File: src/rtl/des_sbox_pkg.sv
// Shared types and constants for the time-shared DES S-box sequencer.
// Holds the FSM state encoding, S-box geometry and the row/column address helper.
package des_sbox_pkg;

    localparam int NUM_SBOX   = 8;
    localparam int SBOX_IN_W  = 6;
    localparam int SBOX_OUT_W = 4;

    typedef enum logic [1:0] {
        IDLE = 2'd0,
        RUN  = 2'd1,
        DONE = 2'd2
    } state_t;

    typedef logic [2:0] box_idx_t;

    // Table address is row*16 + col, with row = outer bits and col = inner four bits.
    function automatic logic [5:0] sbox_addr(input logic [5:0] chunk);
        return {chunk[5], chunk[0], chunk[4:1]};
    endfunction

endpackage

File: src/rtl/sbox_seq_ctrl_if.sv
// Request/result handshake bundle between a producer/consumer and sbox_seq_ctrl.
// The slave modport is the sequencer's view; master is the surrounding logic.
interface sbox_seq_ctrl_if;
    logic        in_valid;
    logic        in_ready;
    logic [47:0] in_data;
    logic        out_valid;
    logic        out_ready;
    logic [31:0] out_data;
    logic        busy;

    modport slave (
        input  in_valid,
        input  in_data,
        input  out_ready,
        output in_ready,
        output out_valid,
        output out_data,
        output busy
    );

    modport master (
        output in_valid,
        output in_data,
        output out_ready,
        input  in_ready,
        input  out_valid,
        input  out_data,
        input  busy
    );
endinterface

File: src/rtl/sbox_bank.sv
// Combinational bank of the eight standard DES S-boxes behind one shared lookup port.
// Each table is 64 nibbles, entry 0 in the most significant nibble.
module sbox_bank
    import des_sbox_pkg::*;
(
    input  logic [SBOX_IN_W-1:0]  chunk,
    input  box_idx_t              sel,
    output logic [SBOX_OUT_W-1:0] value
);

    localparam logic [255:0] SBOX_TAB [NUM_SBOX] = '{
        256'hE4D12FB83A6C5907_0F74E2D1A6CB9538_41E8D62BFC973A50_FC8249175B3EA06D,
        256'hF18E6B34972DC05A_3D47F28EC01A69B5_0E7BA4D158C6932F_D8A13F42B67C05E9,
        256'hA09E63F51DC7B428_D709346A285ECBF1_D6498F30B12C5AE7_1AD069874FE3B52C,
        256'h7DE3069A1285BC4F_D8B56F03472C1AE9_A690CB7DF13E5284_3F06A1D8945BC72E,
        256'h2C417AB6853FD0E9_EB2C47D150FA3986_421BAD78F9C5630E_B8C71E2D6F09A453,
        256'hC1AF92680D34E75B_AF427C9561DE0B38_9EF528C3704A1DB6_432C95FABE17608D,
        256'h4B2EF08D3C975A61_D0B7491AE35C2F86_14BDC37EAF680592_6BD814A7950FE23C,
        256'hD2846FB1A93E50C7_1FD8A374C56B0E92_7B419CE206ADF358_21E74A8DFC90356B
    };

    logic [7:0]            shamt;
    logic [SBOX_OUT_W-1:0] lut [NUM_SBOX];

    // Entry n sits 4*n bits below the top nibble; shift it down to bit 0.
    assign shamt = 8'd252 - {sbox_addr(chunk), 2'b00};

    generate
        for (genvar gi = 0; gi < NUM_SBOX; gi++) begin : g_box
            assign lut[gi] = SBOX_OUT_W'(SBOX_TAB[gi] >> shamt);
        end
    endgenerate

    assign value = lut[sel];

endmodule

File: src/rtl/sbox_seq_ctrl.sv
// DES f-function substitution sequencer: one S-box lookup per cycle through a shared
// sbox_bank, eight cycles per 48-bit word, result held in DONE until handed off.
module sbox_seq_ctrl
    import des_sbox_pkg::*;
(
    input  logic            clk,
    input  logic            rst,
    sbox_seq_ctrl_if.slave  bus
);

    state_t                state_reg;
    box_idx_t              idx_reg;
    logic [47:0]           in_reg;
    logic [31:0]           result_reg;
    logic [31:0]           result_next;
    logic [SBOX_IN_W-1:0]  chunk;
    logic [SBOX_OUT_W-1:0] sbox_val;
    logic                  accept;

    // Box k reads in_reg[47-6k -: 6]; shifting right by 42-6k lands it at bit 0.
    assign chunk = SBOX_IN_W'(in_reg >> (6'd42 - 6'(idx_reg) * 6'd6));

    sbox_bank u_sbox_bank (
        .chunk (chunk),
        .sel   (idx_reg),
        .value (sbox_val)
    );

    always_comb begin
        result_next = result_reg;
        for (int i = 0; i < NUM_SBOX; i++) begin
            if (idx_reg == box_idx_t'(i)) begin
                result_next[31 - SBOX_OUT_W*i -: SBOX_OUT_W] = sbox_val;
            end
        end
    end

    // DONE hands off and re-accepts in the same cycle, so in_ready follows out_ready there.
    assign bus.in_ready  = (state_reg == IDLE) || ((state_reg == DONE) && bus.out_ready);
    assign accept        = bus.in_valid && bus.in_ready;
    assign bus.out_valid = (state_reg == DONE);
    assign bus.busy      = (state_reg == RUN);
    assign bus.out_data  = (state_reg == DONE) ? result_reg : '0;

    always_ff @(posedge clk) begin
        if (rst) begin
            state_reg  <= IDLE;
            idx_reg    <= '0;
            in_reg     <= '0;
            result_reg <= '0;
        end else begin
            case (state_reg)
                IDLE: begin
                    if (accept) begin
                        in_reg    <= bus.in_data;
                        idx_reg   <= '0;
                        state_reg <= RUN;
                    end
                end
                RUN: begin
                    result_reg <= result_next;
                    idx_reg    <= idx_reg + 3'd1;
                    if (idx_reg == box_idx_t'(NUM_SBOX - 1)) begin
                        state_reg <= DONE;
                    end
                end
                DONE: begin
                    if (accept) begin
                        in_reg    <= bus.in_data;
                        idx_reg   <= '0;
                        state_reg <= RUN;
                    end else if (bus.out_ready) begin
                        state_reg <= IDLE;
                    end
                end
                default: begin
                    state_reg <= IDLE;
                    idx_reg   <= '0;
                end
            endcase
        end
    end

endmodule

File: src/flat_wrapper.sv
// flat-port wrapper written by rule: the top's interface ports become plain ports
module sbox_seq_ctrl_flat import des_sbox_pkg::*;
  (clk, rst, bus_in_valid, bus_in_data, bus_out_ready, bus_in_ready, bus_out_valid, bus_out_data, bus_busy);
  sbox_seq_ctrl_if bus_i ();
  input  logic clk;
  input  logic rst;
  input wire logic [$bits(bus_i.in_valid)-1:0] bus_in_valid;
  input wire logic [$bits(bus_i.in_data)-1:0] bus_in_data;
  input wire logic [$bits(bus_i.out_ready)-1:0] bus_out_ready;
  output wire logic [$bits(bus_i.in_ready)-1:0] bus_in_ready;
  output wire logic [$bits(bus_i.out_valid)-1:0] bus_out_valid;
  output wire logic [$bits(bus_i.out_data)-1:0] bus_out_data;
  output wire logic [$bits(bus_i.busy)-1:0] bus_busy;
  assign bus_i.in_valid = bus_in_valid;
  assign bus_i.in_data = bus_in_data;
  assign bus_i.out_ready = bus_out_ready;
  assign bus_in_ready = bus_i.in_ready;
  assign bus_out_valid = bus_i.out_valid;
  assign bus_out_data = bus_i.out_data;
  assign bus_busy = bus_i.busy;
  sbox_seq_ctrl u_core (.clk(clk), .rst(rst), .bus(bus_i));
endmodule
File: config.mk
export PLATFORM = sky130hd
export DESIGN_NAME = sbox_seq_ctrl_flat
export DESIGN_NICKNAME = d
export VERILOG_FILES = /design/src/rtl/des_sbox_pkg.sv /design/src/rtl/sbox_seq_ctrl_if.sv /design/src/rtl/sbox_bank.sv /design/src/rtl/sbox_seq_ctrl.sv /design/src/flat_wrapper.sv
export SDC_FILE = /design/constraint.sdc
export NUM_CORES = 1
export LEC_CHECK = 0
export CAP_MARGIN = 20
export CORE_AREA = 8 8 136 138
export CTS_CLUSTER_SIZE = 30
export DETAILED_ROUTE_END_ITERATION = 8
export DIE_AREA = 0 0 144 146
export PLACE_DENSITY = 0.68
export RECOVER_POWER = 100
export SYNTH_ARGS = -nofsm -noshare
export SYNTH_HDL_FRONTEND = slang
export SYNTH_SLANG_ARGS = --single-unit
File: constraint.sdc
create_clock -name clk -period 6.2 [get_ports clk]
set_input_delay 0.93 -clock clk [delete_from_list [all_inputs] [get_ports clk]]
set_output_delay 0.93 -clock clk [all_outputs]
set_load 0.02 [all_outputs]
==> results of run 1 <==
==> worst max path at each step <==
| stage | from | endpoint | slack, ns | cells past startpoint |
|---|---|---|---|---|
| after CTS | u_core.idx_reg[1]$_SDFFE_PP0P_ | u_core.result_reg[1]$_SDFFE_PP0P_ | 0.11 | 18 |
| after detailed placement | u_core.idx_reg[1]$_SDFFE_PP0P_ | u_core.result_reg[1]$_SDFFE_PP0P_ | 0.12 | 18 |
| after floorplan | u_core.idx_reg[0]$_SDFFE_PP0P_ | u_core.result_reg[18]$_SDFFE_PP0P_ | 0.54 | 24 |
| after global placement | u_core.idx_reg[1]$_SDFFE_PP0P_ | u_core.result_reg[1]$_SDFFE_PP0P_ | 0.22 | 18 |
| final | u_core.idx_reg[1]$_SDFFE_PP0P_ | u_core.result_reg[19]$_SDFFE_PP0P_ | 0.22 | 16 |
| after global routing | u_core.idx_reg[1]$_SDFFE_PP0P_ | u_core.result_reg[1]$_SDFFE_PP0P_ | -0.03 | 18 |
==> Yosys cell counts, drive strengths merged (9+ instances only) <==
library cell and count:
a211o 11, a211oi 28, a21oi 100, a311oi 13, and2 35, buf 54, clkbuf 49, dfxtp 85
ha 24, inv 18, mux2i 62, mux4 23, nand2 177, nand3 22, nor2 83, nor3 23
o211ai 20, o21ai 43, o22ai 11, xnor2 9
==> power breakdown <==
part | leakage, µW | internal (µW) | switching [µW]
Sequential | 0.000694 | 571 | 25.8
Combinational | 0.00264 | 395 | 773
Clock | 0.000148 | 286 | 260
Total | 0.00348 | 1250 | 1060
==> metrics by stage <==
stage | utilization [%] | instance area, µm²
after floorplan | - | 8020
after global placement | 55.5 | 9040
after detailed placement | 55.5 | 9040
after CTS | 57.3 | 9340
after global routing | 57.3 | 9330
final | 57.3 | 9330
==> layer usage <==
layer / track usage [%] / part of all wire, % / vias to the layer above
li1: - / - / 3977
met1: 42.0 / 41 / 4242
met2: 44.3 / 43 / 653
met3: 7.28 / 12 / 127
met4: 14.8 / 4.7 / 2
met5: 0 / 0.11 / -
==> final cells by class <==
cell class / count / area, µm² / share of cell area, %
inverters: 19 / 72.6 / 0.778
clock inverters: 7 / 76.3 / 0.818
flip-flops and latches: 85 / 1700 / 18.3
clock buffers: 9 / 225 / 2.41
repair buffers: 133 / 1230 / 13.2
multi-input cells: 845 / 5740 / 61.6
well taps: 220 / 275 / 2.95
==> repair_timing <==
| action | in CTS | in global routing |
|---|---|---|
| setup buffers | 0 | 0 |
| hold buffers | 0 | 0 |
| gates resized for setup | 0 | 3 |
| setup endpoints to repair | 0 | 10 |
==> critical path, cell delays in order (launching register included) <==
cell	delay, ns
dfxtp_1	0.51
inv_1	0.26
fa_1	0.61
inv_1	0.05
ha_2	0.57
clkbuf_1	0.24
mux4_2	0.38
mux2_4	0.32
o21ai_4	0.66
mux2i_1	0.61
mux2i_1	0.24
a211oi_1	0.44
o32ai_1	0.18
o211ai_1	0.26
clkbuf_2	0.26
o2111ai_1	0.12
a21oi_1	0.17
==> logic make-up (layout without fill, tap and decap cells) <==
group,count (synthesis),in the layout,synth area share [%]
simple gates,382,382,21.4
compound gates,334,334,29.0
buf+inv,122,168,7.58
mux,93,93,15.4
flops,85,85,21.2
fa+ha+maj,25,25,3.99
xor+xnor,11,11,1.39
==> out/metrics.cfg, run 1 <==
[final_layout]
final_nets = 1170
layout_commonest_cell = nand2_1
fillers = 1555
layout_common_cells = nand2_1 (177), a21oi_1 (100), dfxtp_1 (84)
final_cells = 1318
insertedDiodeCount = 0
layout-drive-gt1-share_pct = 10.7
area_growth_pct = 16.3
largest_register_ffs = 48

[detailed_routing]
drt_iter0_drc = 1164
drc = 0
wl_um = 32500
routed_via_density = 6.83
final_antenna_net_count = 0
wire_per_inst_um = 24.7
vias = 9001
drtPass1Iterations = 7

[power_and_ir_drop]
power_density_nw_per_um2 = 248
total_power_uw = 2310
ir_drop_uv = 170
leakage_uw = 0.00348

[synthesis]
ys_warn_count = 0
synth.area.top_cells = dfxtp_1 (21%), nand2_1 (8.3%), mux2i_1 (7.6%), mux4_2 (6.5%), a21oi_1 (6.2%)
ys_async_sr_fraction_pct = 0
synth-seq-cells = 85
avgSynthCellArea_um2 = 7.63
yosysTopAreaCell = dfxtp_1
yosys_most_used_dff = dfxtp_1
syn_nets = 1129
yosysSeqAreaShare_pct = 21.2
ys_types = 84
synth-edff-count = 0
synth_top_area_share_pct = 21.2
synthCells = 1052
netlist_area_um2 = 8020

[cts]
clk_path_buf_depth = 2
cts_buffers = 9
ctsRootBufferMaster = clkbuf_16
htree_levels = 3
worstSkewPairLatency_ns = 0.35
cts_tree = done
cts.sinks = 85
path_clk_slew_ns = 0.07

[floorplan]
initial_core_util_pct = 49.3
fp.dieW_um = 144
dieArea_um2 = 21000
ioPinCount = 87
die_h_um = 146
core_area_um2 = 16300
row_count = 47

[worst_setup_path]
path_max_fanout = 26
reg2regPathDepth = 16
rrSetupSlack_ns = 0.22
critPathKind = reg -> reg
crit_arrival_ns = 6.25
r2r_end = u_core.result_reg[19]$_SDFFE_PP0P_
crit_path_end_kind = register
cp_data_required_time_ns = 6.47
startpoint_type = register
rr_startpoint = u_core.idx_reg[1]$_SDFFE_PP0P_

[sta]
finalHoldViolCount = 0
setup_viol = 0
clock_skew_ns = 0.00931
max_slew_margin_pct = -35.9
fmax_mhz = 167
fin_crit_sh_pct = 96.5
tns_ns = 0
min_period_ns = 5.98
tightest_slew_ns = 2.04
setup_ws_ns = 0.218
report.final.slew_viol_count = 50
fin_hold_ws_ns = 0.472

[grt]
grt_pass1_wl_um = 50600
grt_overflow = 0
antenna_found_initial = 1
grt.total_usage_pct = 30.8
first_global_vias = 8544
grt_max_degree = 90

[hold_path]
min_from = u_core.result_reg[14]$_SDFFE_PP0P_
hold_class = reg -> reg
whs_path_depth = 2
whs_endpoint = u_core.result_reg[14]$_SDFFE_PP0P_

[place]
placed_cells = 1302
port_buffers = 86
dpl.hpwl_um = 23800
place_congestion = 1.04
pre_cts_ws_ns = 0.122

[status]
violations = capacitance limit, slew limit
status = finished with violations

[flow_run]
maxCapViolCount = 1

No activity file was read; power rests on OpenSTA's default activity.
==> run 2, diff against run 1 <==
--- a/config.mk
+++ b/config.mk
@@ -6,10 +6,11 @@
 export NUM_CORES = 1
 export LEC_CHECK = 0
 export CAP_MARGIN = 20
-export CORE_AREA = 8 8 136 138
+export CORE_AREA = 3 3 131 133
+export CTS_BUF_LIST = sky130_fd_sc_hd__clkbuf_8
 export CTS_CLUSTER_SIZE = 30
 export DETAILED_ROUTE_END_ITERATION = 8
-export DIE_AREA = 0 0 144 146
+export DIE_AREA = 0 0 134 136
 export PLACE_DENSITY = 0.68
 export RECOVER_POWER = 100
 export SYNTH_ARGS = -nofsm -noshare
==> constraint.sdc (replaced) <==
create_clock -name clk -period 6.2 [get_ports clk]
set_input_delay 0.93 -clock clk [delete_from_list [all_inputs] [get_ports clk]]
set_output_delay 0.93 -clock clk [all_outputs]
set_load 0.005 [all_outputs]
==> run 2 against run 1 <==
Against the previous run:
- the flow still finishes with violations (capacitance limit, slew limit)
- hold slack worse by 0.0090 ns
- sequential power is essentially flat
- combinational power hardly changed
- utilization up 1.0 points
- global-route usage rose by 4.2 points
- first-iteration DRC count up 27%
- die area down 13%
- critical path depth is 4 higher
- critical path type unchanged
- largest power group unchanged
==> out/metrics.cfg, run 2 (synthesized netlist as in run 1, its figures left out) <==
[status]
status = finished with violations  ; unchanged
violations = capacitance limit, slew limit  ; unchanged

[final_layout]
final_nets = 1177  ; was 1170
largest_register_ffs = 48  ; unchanged
area_growth_pct = 15.8  ; was 16.3%
layout-drive-gt1-share_pct = 11.1  ; was 10.7%
layout_common_cells = nand2_1 (177), a21oi_1 (100), dfxtp_1 (84)  ; unchanged
insertedDiodeCount = 0  ; unchanged
layout_commonest_cell = nand2_1  ; unchanged
fin_area_um2 = 9290  ; was 9330 µm²

[power_and_ir_drop]
total_power_uw = 2200  ; was 2310 µW
ir_drop_uv = 127  ; was 170 µV
leakage_uw = 0.00336  ; was 0.00348 µW
power_density_nw_per_um2 = 237  ; was 248 nW/µm²

[cts]
worstSkewPairLatency_ns = 0.39  ; was 0.35 ns
cts_resized = 0  ; unchanged
cts.sinks = 85  ; unchanged
htree_levels = 3  ; unchanged
path_clk_slew_ns = 0.10  ; was 0.07 ns
clk_path_buf_depth = 2  ; unchanged
hold_buffers = 0  ; unchanged
ctsRootBufferMaster = clkbuf_8  ; was clkbuf_16
cts_tree = done  ; unchanged
cts_buffers = 9  ; unchanged
post_cts_buffers = 0  ; unchanged

[detailed_routing]
wire_per_inst_um = 24.4  ; was 24.7 µm
wl_um = 32200  ; was 32500 µm
drc = 0  ; unchanged
final_antenna_net_count = 0  ; unchanged
vias = 9074  ; was 9001
routed_via_density = 6.87  ; was 6.83
drt_iter0_drc = 1475  ; was 1164
drtPass1Iterations = 7  ; unchanged

[sta]
setup_viol = 0  ; unchanged
fmax_mhz = 172  ; was 167 MHz
rsz0062_at_grt = false
finalHoldViolCount = 0  ; unchanged
tightest_slew_ns = 3.76  ; was 2.04 ns
clock_skew_ns = 0.0170  ; was 0.00931 ns
fin_crit_sh_pct = 93.6  ; was 96.5%
tns_ns = 0  ; unchanged
report.final.slew_viol_count = 90  ; was 50
max_slew_margin_pct = -151  ; was -35.9%
min_period_ns = 5.80  ; was 5.98 ns

[grt]
met1_usage_pct = 47.3  ; was 42.0%
grt_overflow = 0  ; unchanged
grt_pass1_wl_um = 49900  ; was 50600 µm
use_met3_pct = 9.47  ; was 7.28%
grt_max_degree = 90  ; unchanged
top_usage_layer = met2  ; unchanged
first_global_vias = 8548  ; was 8544
grt.total_usage_pct = 35.0  ; was 30.8%
use_met2_pct = 50.9  ; was 44.3%
antenna_found_initial = 1  ; unchanged

[hold_path]
whs_endpoint = u_core.result_reg[6]$_SDFFE_PP0P_  ; was u_core.result_reg[14]$_SDFFE_PP0P_
min_from = u_core.result_reg[6]$_SDFFE_PP0P_  ; was u_core.result_reg[14]$_SDFFE_PP0P_
whs_path_depth = 2  ; unchanged
hold_class = reg -> reg  ; unchanged

[worst_setup_path]
worst-path-buf-inv = 6  ; was 4
startpoint_type = register  ; unchanged
crit_arrival_ns = 5.88  ; was 6.25 ns
reg2regPathDepth = 20  ; was 16
slowest_delay_ns = 0.74  ; was 0.66 ns
crit_path_end_kind = register  ; unchanged
rrSetupSlack_ns = 0.40  ; was 0.22 ns
worst_path_max_delay_cell = a2111oi_0  ; was o21ai_4
path_max_fanout = 12  ; was 26
crit_path_frequent_cell = inv_1
cp_data_required_time_ns = 6.28  ; was 6.47 ns
rr_startpoint = u_core.idx_reg[1]$_SDFFE_PP0P_  ; unchanged
r2r_end = u_core.result_reg[19]$_SDFFE_PP0P_  ; unchanged
cp_top_family = compound AO/OA/AOI/OAI gates  ; unchanged
critPathKind = reg -> reg  ; unchanged
cp.depth = 20  ; was 16
cp_cell_sequence = ha_1 > inv_1 > fa_1 > inv_1 > ha_1 > buf_4 > mux2_2 > nand2_1 > a31oi_1 > mux2i_1 > inv_1 > buf_4 > ha_1 > inv_1 > o21ai_0 > a2bb2oi_1 > a2111oi_0 > o41ai_1 > o2111ai_1 > a21oi_1  ; was inv_1 > fa_1 > inv_1 > ha_2 > clkbuf_1 > mux4_2 > mux2_4 > o21ai_4 > mux2i_1 > mux2i_1 > a211oi_1 > o32ai_1 > o211ai_1 > clkbuf_2 > o2111ai_1 > a21oi_1

[floorplan]
row_count = 46  ; was 47
fp.dieW_um = 134  ; was 144 µm
initial_core_util_pct = 50.3  ; was 49.3%
die_h_um = 136  ; was 146 µm
core_area_um2 = 15900  ; was 16300 µm²
dieArea_um2 = 18200  ; was 21000 µm²
ioPinCount = 87  ; unchanged

[place]
port_buffers = 86  ; unchanged
dpl.hpwl_um = 23600  ; was 23800 µm
place_congestion = 1.09  ; was 1.04
placed_area_um2 = 9110  ; was 9040 µm²

[flow_run]
maxCapViolCount = 1  ; unchanged

[run 2: changes by cell type in the layout (fill, tap and decap cells not counted), sizes merged]
| cell | before | now |
|---|---|---|
| buf | 44 | 51 |
| clkdlybuf4s50 | 50 | 76 |
| inv | 20 | 22 |
| clkinvlp | 0 | 1 |
| dlygate4sd3 | 35 | 9 |
| clkinv | 6 | 3 |
[run 2: final cells by class]
| cell class | count | area, µm² |
|---|---|---|
| timing repair buffer | 140 | 1310 |
| sequential | 85 | 1700 |
| clock inverter | 7 | 75.1 |
| inverter | 19 | 71.3 |
| clock buffer | 9 | 124 |
| tap | 216 | 270 |
| fill | 1505 | 6650 |
| multi-input combinational | 845 | 5740 |
[run 2: worst max path at each step]
stage / from / endpoint / slack (ns)
2_1_floorplan: u_core.idx_reg[0]$_SDFFE_PP0P_ / u_core.result_reg[18]$_SDFFE_PP0P_ / 0.54
3_3_place_gp: u_core.idx_reg[1]$_SDFFE_PP0P_ / u_core.result_reg[3]$_SDFFE_PP0P_ / 0.67
3_5_place_dp: u_core.idx_reg[2]$_SDFFE_PP0P_ / u_core.result_reg[18]$_SDFFE_PP0P_ / 0.58
4_1_cts: u_core.idx_reg[1]$_SDFFE_PP0P_ / u_core.result_reg[18]$_SDFFE_PP0P_ / 0.59
5_1_grt: u_core.idx_reg[1]$_SDFFE_PP0P_ / u_core.result_reg[16]$_SDFFE_PP0P_ / 0.11
6_report: u_core.idx_reg[1]$_SDFFE_PP0P_ / u_core.result_reg[19]$_SDFFE_PP0P_ / 0.40
[run 2: power by group]
| part | total (µW) | switching (µW) | internal (µW) |
|---|---|---|---|
| logic | 1200 | 776 | 420 |
| clock network | 410 | 250 | 159 |
| registers | 597 | 26.1 | 571 |
| total | 2200 | 1050 | 1150 |
[run 2: per-layer routing]
metal | routed length (µm) | vias up | part of all wire [%]
met4 | 1820 | 2 | 5.6
met3 | 4030 | 153 | 12
met1 | 12900 | 4212 | 40
met2 | 13400 | 715 | 42
li1 | - | 3992 | -
met5 | 13 | - | 0.040
[run 2: worst reg2reg max path, cell delays in order, from the launching register on]
cell	delay [ns]
dfxtp_1	0.47
ha_1	0.27
inv_1	0.07
fa_1	0.50
inv_1	0.05
ha_1	0.52
buf_4	0.28
mux2_2	0.35
nand2_1	0.08
a31oi_1	0.09
mux2i_1	0.27
inv_1	0.12
buf_4	0.20
ha_1	0.31
inv_1	0.25
o21ai_0	0.19
a2bb2oi_1	0.22
a2111oi_0	0.74
o41ai_1	0.26
o2111ai_1	0.15
a21oi_1	0.10
[run 2: stage by stage]
stage / util, % / hold slack (ns) / std cells / setup WS (ns)
detailed placement: 57.1 / 0.445 / 1305 / 0.581
floorplan: - / 0.432 / 1052 / 0.541
global route: 58.3 / 0.477 / 1321 / 0.105
finish: 58.3 / 0.463 / 1321 / 0.399
CTS: 58.4 / 0.462 / 1321 / 0.590
global placement: 57.1 / 0.446 / 1305 / 0.665
==> run 3, diff against run 2 <==
--- a/config.mk
+++ b/config.mk
@@ -11,6 +11,7 @@
 export CTS_CLUSTER_SIZE = 30
 export DETAILED_ROUTE_END_ITERATION = 8
 export DIE_AREA = 0 0 134 136
+export MAX_ROUTING_LAYER = met4
 export PLACE_DENSITY = 0.68
 export RECOVER_POWER = 100
 export SYNTH_ARGS = -nofsm -noshare
==> run 3 against run 2 <==
Against the previous run:
- the flow still finishes with violations (capacitance limit, slew limit)
- first-iteration DRC count fell by 8.2%
- sequential share of layout area fell by 0.11 points
- cell count rose by 0.98%
- total power rose by 0.19%
- sequential cell count did not move
- sequential power barely moved
- critical endpoint is now u_core.result_reg[23]$_SDFFE_PP0P_
==> out/metrics.cfg, run 3 (synthesized netlist as in run 1, its figures left out) <==
[worst_setup_path]
cp_cell_sequence = ha_1 > inv_1 > fa_1 > inv_1 > ha_1 > buf_4 > mux4_2 > mux2i_1 > mux2_2 > o21a_1 > buf_6 > nand2_1 > a311oi_1 > a2111oi_0 > nor4_1 > mux2i_1 > nor2_1  ; was ha_1 > inv_1 > fa_1 > inv_1 > ha_1 > buf_4 > mux2_2 > nand2_1 > a31oi_1 > mux2i_1 > inv_1 > buf_4 > ha_1 > inv_1 > o21ai_0 > a2bb2oi_1 > a2111oi_0 > o41ai_1 > o2111ai_1 > a21oi_1
critPathKind = reg -> reg  ; unchanged
crit_arrival_ns = 6.14  ; was 5.88 ns
startpoint_type = register  ; unchanged
path_max_fanout = 57  ; was 12
slowest_delay_ns = 0.75  ; was 0.74 ns
crit_path_end_kind = register  ; unchanged
cp_data_required_time_ns = 6.50  ; was 6.28 ns
worst_path_max_delay_cell = a311oi_1  ; was a2111oi_0

[cts]
post_cts_buffers = 0  ; unchanged
worstSkewPairLatency_ns = 0.39  ; about the same
cts_buffers = 9  ; unchanged
cts_tree = done  ; unchanged
cts.sinks = 85  ; unchanged
hold_buffers = 0  ; unchanged
htree_levels = 3  ; unchanged
clk_path_buf_depth = 2  ; unchanged
cts_resized = 0  ; unchanged
ctsRootBufferMaster = clkbuf_8  ; unchanged
path_clk_slew_ns = 0.10  ; about the same

[floorplan]
fp.dieW_um = 134  ; unchanged
ioPinCount = 87  ; unchanged
row_count = 46  ; unchanged
core_area_um2 = 15900  ; unchanged
initial_core_util_pct = 50.3  ; unchanged
die_h_um = 136  ; unchanged
dieArea_um2 = 18200  ; unchanged

[final_layout]
layout_common_cells = nand2_1 (177), a21oi_1 (100), dfxtp_1 (84)  ; unchanged
layout-drive-gt1-share_pct = 11.9  ; was 11.1%
layout_commonest_cell = nand2_1  ; unchanged
fillers = 1474  ; was 1505
fin_area_um2 = 9350  ; was 9290 µm²
seqCellArea_um2 = 1700  ; unchanged
final_util_pct = 58.6  ; was 58.3%
largest_register_ffs = 48  ; unchanged
area_growth_pct = 16.5  ; was 15.8%
multi_input_area_um2 = 5730  ; was 5740 µm²
final_nets = 1189  ; was 1177

[sta]
fin_crit_sh_pct = 94.3  ; was 93.6%
setup_viol = 0  ; unchanged
tns_ns = 0  ; unchanged
clock_skew_ns = 0.0175  ; was 0.0170 ns
setup_ws_ns = 0.355  ; was 0.399 ns
tightest_slew_ns = 3.70  ; was 3.76 ns
max_slew_margin_pct = -147  ; was -151%
fin_hold_ws_ns = 0.472  ; was 0.463 ns
finalHoldViolCount = 0  ; unchanged
min_period_ns = 5.84  ; was 5.80 ns
rsz0062_at_grt = false  ; unchanged
report.final.slew_viol_count = 90  ; unchanged
fmax_mhz = 171  ; was 172 MHz

[detailed_routing]
wire_per_inst_um = 24.8  ; was 24.4 µm
drt_iter0_drc = 1354  ; was 1475
drc = 0  ; unchanged
wl_um = 33100  ; was 32200 µm
vias = 9066  ; was 9074
final_antenna_net_count = 0  ; unchanged
drtPass1Iterations = 6  ; was 7
routed_via_density = 6.80  ; was 6.87

[status]
violations = capacitance limit, slew limit  ; unchanged
status = finished with violations  ; unchanged

[grt]
grt.total_usage_pct = 37.0  ; was 35.0%
grt_overflow = 0  ; unchanged
grt_pass1_wl_um = 51100  ; was 49900 µm
grt_max_degree = 90  ; unchanged
first_global_vias = 8581  ; was 8548
antenna_found_initial = 1  ; unchanged

[flow_run]
maxCapViolCount = 1  ; unchanged

[place]
placed_area_um2 = 9170  ; was 9110 µm²
dpl.hpwl_um = 24200  ; was 23600 µm
port_buffers = 86  ; unchanged
place_congestion = 1.13  ; was 1.09
pre_cts_ws_ns = 0.661  ; was 0.581 ns

[power_and_ir_drop]
ir_drop_uv = 155  ; was 127 µV
power_density_nw_per_um2 = 236  ; was 237 nW/µm²
leakage_uw = 0.00342  ; was 0.00336 µW

[hold_path]
hold_class = reg -> reg  ; unchanged

## run 3: changes by cell type in the layout (fill, tap and decap cells not counted), sizes merged
| cell | before | now |
|---|---|---|
| buf | 51 | 65 |
| clkbuf | 13 | 11 |
| clkdlybuf4s50 | 76 | 74 |
| clkinv | 3 | 2 |
| diode | 0 | 1 |
| dlygate4sd3 | 9 | 11 |
| inv | 22 | 23 |
## run 3: worst paths after layout
check | to | startpoint | slack [ns] | cells after the start
min | u_core.in_reg[0]$_SDFFE_PP0P_ | u_core.in_reg[0]$_SDFFE_PP0P_ | 0.47 | 2
max reg2reg | u_core.result_reg[23]$_SDFFE_PP0P_ | u_core.idx_reg[1]$_SDFFE_PP0P_ | 0.36 | 17
min reg2reg | u_core.in_reg[0]$_SDFFE_PP0P_ | u_core.in_reg[0]$_SDFFE_PP0P_ | 0.47 | 2
max | u_core.result_reg[23]$_SDFFE_PP0P_ | u_core.idx_reg[1]$_SDFFE_PP0P_ | 0.36 | 17
## run 3: layout make-up
class,instances,area share (%)
inverters,19,0.763
diodes,1,0.0268
well taps,216,2.89
clock inverters,7,0.776
multi-input cells,845,61.3
repair buffers,152,14.7
flip-flops and latches,85,18.2
clock buffers,9,1.33
## run 3: routing by layer
| layer | global-route usage, % | vias up | routed length (µm) |
|---|---|---|---|
| li1 | - | 4016 | - |
| met1 | 47.4 | 4243 | 13400 |
| met2 | 53.1 | 660 | 14000 |
| met3 | 12.0 | 147 | 4030 |
| met4 | 16.7 | 0 | 1730 |
| met5 | - | - | 0 |
## run 3: critical path, delay by kind of cell (launching register included)
family,cells,cell delay [ns]
compound gates,3,1.12
mux,4,0.99
fa+ha+maj,3,1.40
simple gates,3,1.01
flops,1,0.42
buf+inv,4,0.78
## run 3: power by group
part / total (µW) / switching, µW / internal, µW
logic: 1200 / 784 / 420
registers: 598 / 26.8 / 571
clock network: 405 / 246 / 159
## run 3: metrics by stage
stage	cells	total power, µW
detailed placement	1317	1750
global placement	1317	1780
CTS	1333	2160
floorplan	1052	1340
finish	1334	2210
global route	1334	2280
